## src/rtl/thermo_spi_pkg.sv

```systemverilog
// thermo_spi_pkg: state encoding and frame width shared by the thermocouple SPI front end and decoder.
package thermo_spi_pkg;
    typedef enum logic [1:0] {IDLE, CS_SETUP, SHIFT, CS_HOLD} spi_state_t;
    localparam int TC_FRAME_BITS = 32;
endpackage

```

## src/rtl/sync_2ff.sv

```systemverilog
// sync_2ff: two-flop synchronizer for an asynchronous input, resets to 0.
module sync_2ff #(
    parameter int WIDTH = 1
) (
    input  logic             clk,
    input  logic             rst_n,
    input  logic [WIDTH-1:0] d_i,
    output logic [WIDTH-1:0] q_o
);
    logic [WIDTH-1:0] meta_q;
    logic [WIDTH-1:0] sync_q;
    always_ff @(posedge clk or negedge rst_n) begin
        if (!rst_n) begin
            meta_q <= '0;
            sync_q <= '0;
        end else begin
            meta_q <= d_i;
            sync_q <= meta_q;
        end
    end
    assign q_o = sync_q;
endmodule

```

## src/rtl/spi_rx_master.sv

```systemverilog
// spi_rx_master: read-only SPI master clocking one frame out of the thermocouple converter.
module spi_rx_master
    import thermo_spi_pkg::*;
#(
    parameter int CLK_DIV   = 4,
    parameter int DATA_BITS = TC_FRAME_BITS
) (
    input  logic                 clk,
    input  logic                 rst,
    input  logic                 spi_ena,
    input  logic                 miso,
    output logic                 sclk,
    output logic                 cs_n,
    output logic                 spi_not_busy,
    output logic [DATA_BITS-1:0] spi_rx_data,
    output logic                 rx_done
);
    localparam int DW = $clog2(CLK_DIV);
    localparam int BW = $clog2(DATA_BITS + 1);
    spi_state_t           state_q;
    logic [DW-1:0]        div_q, div_d;
    logic [BW-1:0]        bit_q;
    logic [DATA_BITS-1:0] shift_q, rx_data_q;
    logic                 sclk_q, cs_n_q, nb_q, rx_done_q;
    logic                 miso_sync, div_end;
    sync_2ff #(.WIDTH(1)) u_sync (
        .clk   (clk),
        .rst_n (rst),
        .d_i   (miso),
        .q_o   (miso_sync)
    );
    assign div_end = (div_q == DW'(CLK_DIV - 1));
    assign div_d   = div_end ? '0 : div_q + 1'b1;
    always_ff @(posedge clk or negedge rst) begin
        if (!rst) begin
            state_q   <= IDLE;
            div_q     <= '0;
            bit_q     <= '0;
            shift_q   <= '0;
            rx_data_q <= '0;
            sclk_q    <= 1'b0;
            cs_n_q    <= 1'b1;
            nb_q      <= 1'b1;
            rx_done_q <= 1'b0;
        end else begin
            rx_done_q <= 1'b0;
            case (state_q)
                IDLE: begin
                    cs_n_q <= 1'b1;
                    sclk_q <= 1'b0;
                    div_q  <= '0;
                    if (spi_ena) begin
                        state_q <= CS_SETUP;
                        cs_n_q  <= 1'b0;
                        nb_q    <= 1'b0;
                        bit_q   <= '0;
                    end
                end
                CS_SETUP: begin
                    div_q <= div_d;
                    if (div_end) state_q <= SHIFT;
                end
                SHIFT: begin
                    div_q <= div_d;
                    if (div_end) begin
                        sclk_q <= ~sclk_q;
                        if (!sclk_q) begin
                            shift_q <= {shift_q[DATA_BITS-2:0], miso_sync};
                            bit_q   <= bit_q + 1'b1;
                        end else if (bit_q == BW'(DATA_BITS)) begin
                            // final falling edge doubles as CS_HOLD entry
                            state_q   <= CS_HOLD;
                            cs_n_q    <= 1'b1;
                            rx_data_q <= shift_q;
                            rx_done_q <= 1'b1;
                        end
                    end
                end
                CS_HOLD: begin
                    div_q <= div_d;
                    if (div_end) begin
                        state_q <= IDLE;
                        nb_q    <= 1'b1;
                    end
                end
                default: begin
                    state_q <= IDLE;
                    cs_n_q  <= 1'b1;
                    sclk_q  <= 1'b0;
                    nb_q    <= 1'b1;
                    div_q   <= '0;
                end
            endcase
        end
    end
    assign sclk         = sclk_q;
    assign cs_n         = cs_n_q;
    assign spi_not_busy = nb_q;
    assign spi_rx_data  = rx_data_q;
    assign rx_done      = rx_done_q;
endmodule

```

## config.mk

```make
export PLATFORM = sky130hd
export DESIGN_NAME = spi_rx_master
export DESIGN_NICKNAME = d
export VERILOG_FILES = /design/src/rtl/thermo_spi_pkg.sv /design/src/rtl/sync_2ff.sv /design/src/rtl/spi_rx_master.sv
export SDC_FILE = /design/constraint.sdc
export NUM_CORES = 1
export LEC_CHECK = 0
export ABC_AREA = 1
export BUFFER_PORTS_ARGS = -buffer_cell sky130_fd_sc_hd__buf_2
export CAP_MARGIN = 20
export CORE_UTILIZATION = 45
export CTS_BUF_LIST = sky130_fd_sc_hd__clkbuf_4 sky130_fd_sc_hd__clkbuf_8
export DETAILED_ROUTE_END_ITERATION = 12
export SETUP_SLACK_MARGIN = 0.3
export SYNTH_ARGS = -nofsm -noshare
export SYNTH_HDL_FRONTEND = slang
export SYNTH_HIERARCHICAL = 1
export SYNTH_SLANG_ARGS = --single-unit
```

## constraint.sdc

```tcl
create_clock -name clk -period 4.6 [get_ports clk]
set_input_delay 0 -clock clk [delete_from_list [all_inputs] [get_ports clk]]
set_output_delay 0 -clock clk [all_outputs]
set_load 0.005 [all_outputs]
```

==> results of run 1 <==
[stage by stage]
stage                     instance area (µm²)  worst slack [ns]  cells
after floorplan                          3490              3.11    345
after global placement                   3660              2.32    469
after detailed placement                 3680              2.42    470
after CTS                                3970              2.41    489
after global routing                     3990              2.22    490
final                                    3990              2.44    490
[sequential cells by signal, summed over array words and instances, names as in the netlist]
name and flops:
rx_done 1, u_sync/meta_q 1, shift_q 32, spi_rx_data 32, cs_n 1, u_sync/q_o 1, sclk 1, state_q 2
bit_q 6, div_q 2, spi_not_busy 1
[cells in the mapped netlist]
cell type  number  share of area (%)
nor3_1          1               0.14
xor2_1          1               0.25
nand4_1         5               0.90
a21oi_1         1               0.14
o21bai_1        1               0.22
inv_6           1               0.25
inv_1          46                4.9
o21ai_0        13                1.9
nor2_1          8               0.86
clkbuf_1        1               0.11
nand2_4         2               0.65
nand3_1        12                1.7
o21ai_2        44                 11
inv_2           2               0.22
o21ai_1        12                1.7
buf_6          13                4.2
nand2_1        92                9.9
a21oi_2         1               0.25
dfstp_2         2                1.5
or2_2           1               0.18
ha_1            7                2.5
nor3_4          1               0.47
dfrtp_1        78                 56
[metal layers]
| metal | vias to the layer above | GRT usage (%) |
|---|---|---|
| met5 | - | 0 |
| met4 | 0 | 6.45 |
| met1 | 1052 | 19.4 |
| met3 | 4 | 2.79 |
| met2 | 34 | 23.3 |
| li1 | 1169 | - |
[cell families after synthesis]
logic type,synth area share [%]
and+or+nand+nor,14.8
DFF,57.5
AOI/OAI and AO/OA,15.2
buffers and inverters,9.72
adders and majority gates,2.51
xor gates and xnor gates,0.251
[area by class of cell]
cell class,instances,area (µm²),area share (%)
Multi-Input combinational cell,202,1150,28.8
Timing Repair Buffer,44,268,6.71
Sequential cell,80,2000,50.2
Inverter,49,189,4.74
Tap cell,99,124,3.10
Clock inverter,4,98.8,2.48
Clock buffer,12,159,3.98
[cell usage in the layout, fill, tap and decap left out, drive strengths merged, types with 3 or more instances in the layout]
cell type and count:
nand2 94, dfrtp 78, o21ai 69, inv 50, buf 41, nand3 12
clkbuf 12, nor2 8, ha 7, nand4 5, bufinv 3, dlygate4sd3 3
[critical path: cells and delay by family (launching register included)]
family / cells / cell delay [ns]
AND/OR/NAND/NOR: 3 / 0.90
adder cells (fa/ha/maj): 1 / 0.47
flip-flops: 1 / 0.42
buffers and inverters: 2 / 0.15
AO/OA/AOI/OAI: 1 / 0.07
[power by group]
| part | switching, µW | internal [µW] | total, µW | leakage (µW) |
|---|---|---|---|---|
| Clock | 245 | 399 | 643 | 0.000131 |
| Combinational | 223 | 108 | 331 | 0.000745 |
| Sequential | 34.3 | 758 | 793 | 0.00110 |
[final timing paths]
kind / from / cells after the start / end
max: state_q[0] / 7 / spi_rx_data[29]
min: rst / 2 / spi_rx_data[18]
max reg2reg: state_q[0] / 7 / spi_rx_data[29]
min reg2reg: u_sync/meta_q / 0 / u_sync/q_o
max in group asynchronous: rst / 3 / spi_not_busy
min in group clk: miso / 2 / u_sync/meta_q
==> results.toml, run 1 <==
[pwr]
finalPower_uw = 1770
ir_drop_mv = 0.313
power.leakage_uw = 0.00197
power_density_mw_per_mm2 = 443

[synthesis]
yosys_warnings = 6
ys_seq_elements = 80
synth_area_mm2 = 0.00349
synth_nets = 356
synth.distinct_cells = 23
synthCells = 345
seq_area_frac_synth_pct = 57.5
syn_area_per_cell_um2 = 10.1

[timing]
slew_headroom_pct = 46.1
setup_viol = 0
tightest_slew_ns = 0.808
slew_viol_final = 0
tns_ns = 0
fmax_mhz = 462
layout_min_cycle_time_ns = 2.16
skew_ns = 0.0113
hold_viol = 0
min_period_over_period_pct = 47.1
rsz0062_at_grt = "false"
fin_hold_ws_ns = 0.165

[route]
wl_per_cell_um = 11.0
vias = 2259
drt_iter0_drc = 110
ant_nets = 0
wl_met2_um = 2480
drt_pre_antenna_iters = 4
drc_errors = 0
dr_wl_met3_um = 143
drt-met1-wl_um = 2710
drt_wl_total_um = 5370
topRoutingLayerUsed = "met4"
vias_per_cell = 4.61

[critical_path]
slowest_stage = "ha_1"
crit_path_max_incr_delay_ns = 0.47
cp_max_fo = 64
end_kind = "flop"
crit_type = "reg -> reg"
crit_arrival_ns = 2.36
rrSetupSlack_ns = 2.44
worstPathCellList = "inv_1 -> ha_1 -> inv_6 -> nor3_4 -> nand2_4 -> nand2_1 -> o21ai_2"
cp-start-kind = "flop"
required_ns = 4.80

[clock_tree]
cts_root_buf = "clkbuf_8"
ctsHtreeMaxLevel = 3
cts_tree = "built"
hold_buffers = 3
clock_latency_ns = 0.33
cts_resized = 0
cts.sink_count = 80
postCtsSetupBuffers = 0
path_clk_slew_ns = 0.08
cts.path.max_buffers = 2
numCtsBuffers = 9

[finish]
drive_gt1_share_pct = 28.6
fill_cells = 694
final_util_pct = 54.1
nets = 397
n_antenna_cell = 0
syn_to_final_growth_pct = 14.4

[run_status]
outcome = "complete, no violations"

[hold_path]
hold_class = "in -> async"

[job]
maxCapViolations = 0

[floorplan]
die_w_um = 90.0
start_util_pct = 47.3
coreArea_mm2 = 0.00737
row_count = 31
ios = 40
die_area_mm2 = 0.00811
die_height_um = 90.0

[global_routing]
grt_max_degree = 81
grt_overflow_total = 0
grt_pass1_vias = 2152
antenna_found_initial = 0
track_usage_pct = 14.6
grt_pass1_wl_um = 9580

[place]
dp_hpwl_um = 3440
io_buffers = 39
gp_congestion = 0.766
(Power assumes the default switching activity.)
==> run 2: changes to the inputs <==
--- a/config.mk
+++ b/config.mk
@@ -5,7 +5,7 @@
 export SDC_FILE = /design/constraint.sdc
 export NUM_CORES = 1
 export LEC_CHECK = 0
-export ABC_AREA = 1
+export ABC_AREA = 0
 export BUFFER_PORTS_ARGS = -buffer_cell sky130_fd_sc_hd__buf_2
 export CAP_MARGIN = 20
 export CORE_UTILIZATION = 45
==> constraint.sdc (replaced) <==
create_clock -name clk -period 2 [get_ports clk]
set_input_delay 0 -clock clk [delete_from_list [all_inputs] [get_ports clk]]
set_output_delay 0 -clock clk [all_outputs]
set_load 0.005 [all_outputs]
==> run 2 against run 1 <==
Synthesized area fell by 3.9%. Non-clock buffer count rose by 22. Core utilization rose by 6.0 points. Via count fell by 12%. Sequential power rose by 130%. Final area rose by 8.7%. Combinational power rose to 3.1 times the previous value. Critical path depth fell by 1. Worst hold slack got worse by 0.12 ns. Register-to-register slack got worse by 2.2 ns. Power rose by 130%.
==> results.toml, run 2 <==
[critical_path]
crit_arrival_ns = 2.04
r2r-start = "bit_q[0]"
required_ns = 2.23
cp_max_fo = 2
slowest_stage = "or4_1"
worstReg2RegEnd = "state_q[1]"
crit_type = "reg -> reg"
cp-start-kind = "flop"
worstPathCellList = "inv_2 -> ha_4 -> nand4_1 -> or4_1 -> a21oi_2 -> mux2_2"
end_kind = "flop"
rrSetupSlack_ns = 0.19
r2r_cells = 6
crit_path_max_incr_delay_ns = 0.46

[timing]
tns_ns = 0
tightest_slew_ns = 0.522
hold_viol = 0
worst_slack_ns = 0.190
rsz0062_at_grt = "true"
fin_hold_ws_ns = 0.0464
layout_min_cycle_time_ns = 1.81
skew_ns = 0.00618
min_period_over_period_pct = 90.5
slew_viol_final = 0
setup_viol = 0
slew_headroom_pct = 65.2
fmax_mhz = 553

[finish]
nets = 301
most-common-layout-cells = "78 x dfrtp_1, 61 x mux2_4, 38 x buf_2, 12 x buf_4, 9 x clkbuf_8"
final_common_cell = "dfrtp_1"
syn_to_final_growth_pct = 29.4
final_cell_area_mm2 = 0.00434
n_antenna_cell = 0
fill_cells = 580
drive_gt1_share_pct = 54.6

[clock_tree]
numCtsBuffers = 9
cts_root_buf = "clkbuf_8"
cts.path.max_buffers = 2
clock_latency_ns = 0.34
cts_tree = "built"
cts.sink_count = 80
path_clk_slew_ns = 0.08
ctsHtreeMaxLevel = 3

[route]
vias = 1996
vias_per_cell = 5.07
drt_pre_antenna_iters = 3
ant_nets = 0
drt_iter0_drc = 85
drc_errors = 0
drt_wl_total_um = 6220
wl_per_cell_um = 15.8

[synthesis]
synthFlopType = "dfrtp_1"
synthCells = 222
yosysTopAreaCellShare_pct = 58.3
syn_area_per_cell_um2 = 15.1
synth_edf_count = 0
synthTopCellsByCount = "78 x dfrtp_1, 37 x mux2_2, 29 x mux2_4"
synth_area_mm2 = 0.00335
synth.area.top_cells = "dfrtp_1 58%, mux2_4 13%, mux2_2 12%"
synth_nets = 233
synth_largest_area_cell = "dfrtp_1"
synth.distinct_cells = 31
ys_seq_elements = 80
yosysMostFrequentCell = "dfrtp_1"
yosys_warnings = 6
async_flop_share_pct = 100
seq_area_frac_synth_pct = 59.8

[pwr]
power_density_mw_per_mm2 = 927
ir_drop_mv = 0.600
power.leakage_uw = 0.00239

[hold_path]
hold_class = "in -> reg"
holdPathEnd = "spi_not_busy"
min_path_cells = 3
worstHoldStart = "spi_ena"

[global_routing]
grt_max_degree = 42
grt_pass1_vias = 1930
grt_overflow_total = 0
track_usage_pct = 16.4
antenna_found_initial = 0
grt_pass1_wl_um = 9540

[floorplan]
coreArea_mm2 = 0.00721
start_util_pct = 46.4
die_w_um = 88.3
row_count = 31
ios = 40
die_area_mm2 = 0.00780
die_height_um = 88.3

[place]
gp_congestion = 0.807
post_dp_cell_area_mm2 = 0.00372
io_buffers = 39
dp_hpwl_um = 3430
pre_cts_ws_ns = 0.204

[job]
maxCapViolations = 0

[run_status]
outcome = "complete, no violations"
==> run 2: power breakdown <==
| group | internal, µW | switching, µW |
|---|---|---|
| Clock | 598 | 593 |
| Combinational | 525 | 481 |
| Sequential | 1740 | 83.8 |
| Total | 2860 | 1160 |
==> run 2: critical path: cells and delay by family, from the launching register on <==
family / cells / cell delay [ns]
DFF: 1 / 0.39
muxes: 1 / 0.34
adders and majority gates: 1 / 0.12
AOI/OAI and AO/OA: 1 / 0.16
and+or+nand+nor: 2 / 0.60
buffers and inverters: 1 / 0.08
==> run 2: worst max-delay path by stage <==
stage / start / endpoint / slack, ns
floorplan: bit_q[0] / state_q[1] / 0.28
global placement: div_q[0] / shift_q[23] / 0.22
detailed placement: div_q[0] / shift_q[20] / 0.20
CTS: bit_q[1] / state_q[1] / 0.23
global route: bit_q[0] / state_q[1] / 0.15
finish: bit_q[0] / state_q[1] / 0.19
==> run 2: cell type report <==
type,count,area [µm²],share of cell area (%)
repair buffers,66,562,13.0
well taps,99,124,2.86
multi-input cells,127,1430,32.9
flip-flops and latches,80,2000,46.2
clock buffers,10,131,3.03
clock inverters,6,67.6,1.56
inverters,6,22.5,0.519
==> run 2: per-layer routing <==
layer	vias up	wire (µm)	track usage, %
met4	0	61	7.48
met1	1029	3120	23.0
met2	40	2850	24.8
met5	-	0	0
li1	920	-	-
met3	7	187	3.26
==> run 2: metrics by stage <==
stage	std cells	power, µW	util, %
2_1_floorplan	222	2340	-
3_3_place_gp	361	2580	51.6
3_5_place_dp	361	2600	51.6
4_1_cts	387	3920	56.7
5_1_grt	394	4260	60.1
6_report	394	4020	60.1
==> run 2: logic make-up after synthesis <==
group                    share of synthesized area (%)
flip-flops                                        59.8
multiplexers                                      26.0
AND/OR/NAND/NOR                                   4.93
AO/OA/AOI/OAI                                     3.47
buffers and inverters                             2.61
adder cells (fa/ha/maj)                           2.61
XOR/XNOR                                         0.523
==> run 2: what timing repair did <==
action,CTS,global route
buffers inserted,6,4
resized for setup,9,43
gates cloned,2,3
hold buffers,2,0
pin swaps,2,4
endpoints found under the setup margin,66,68
hold endpoints to repair,40,0
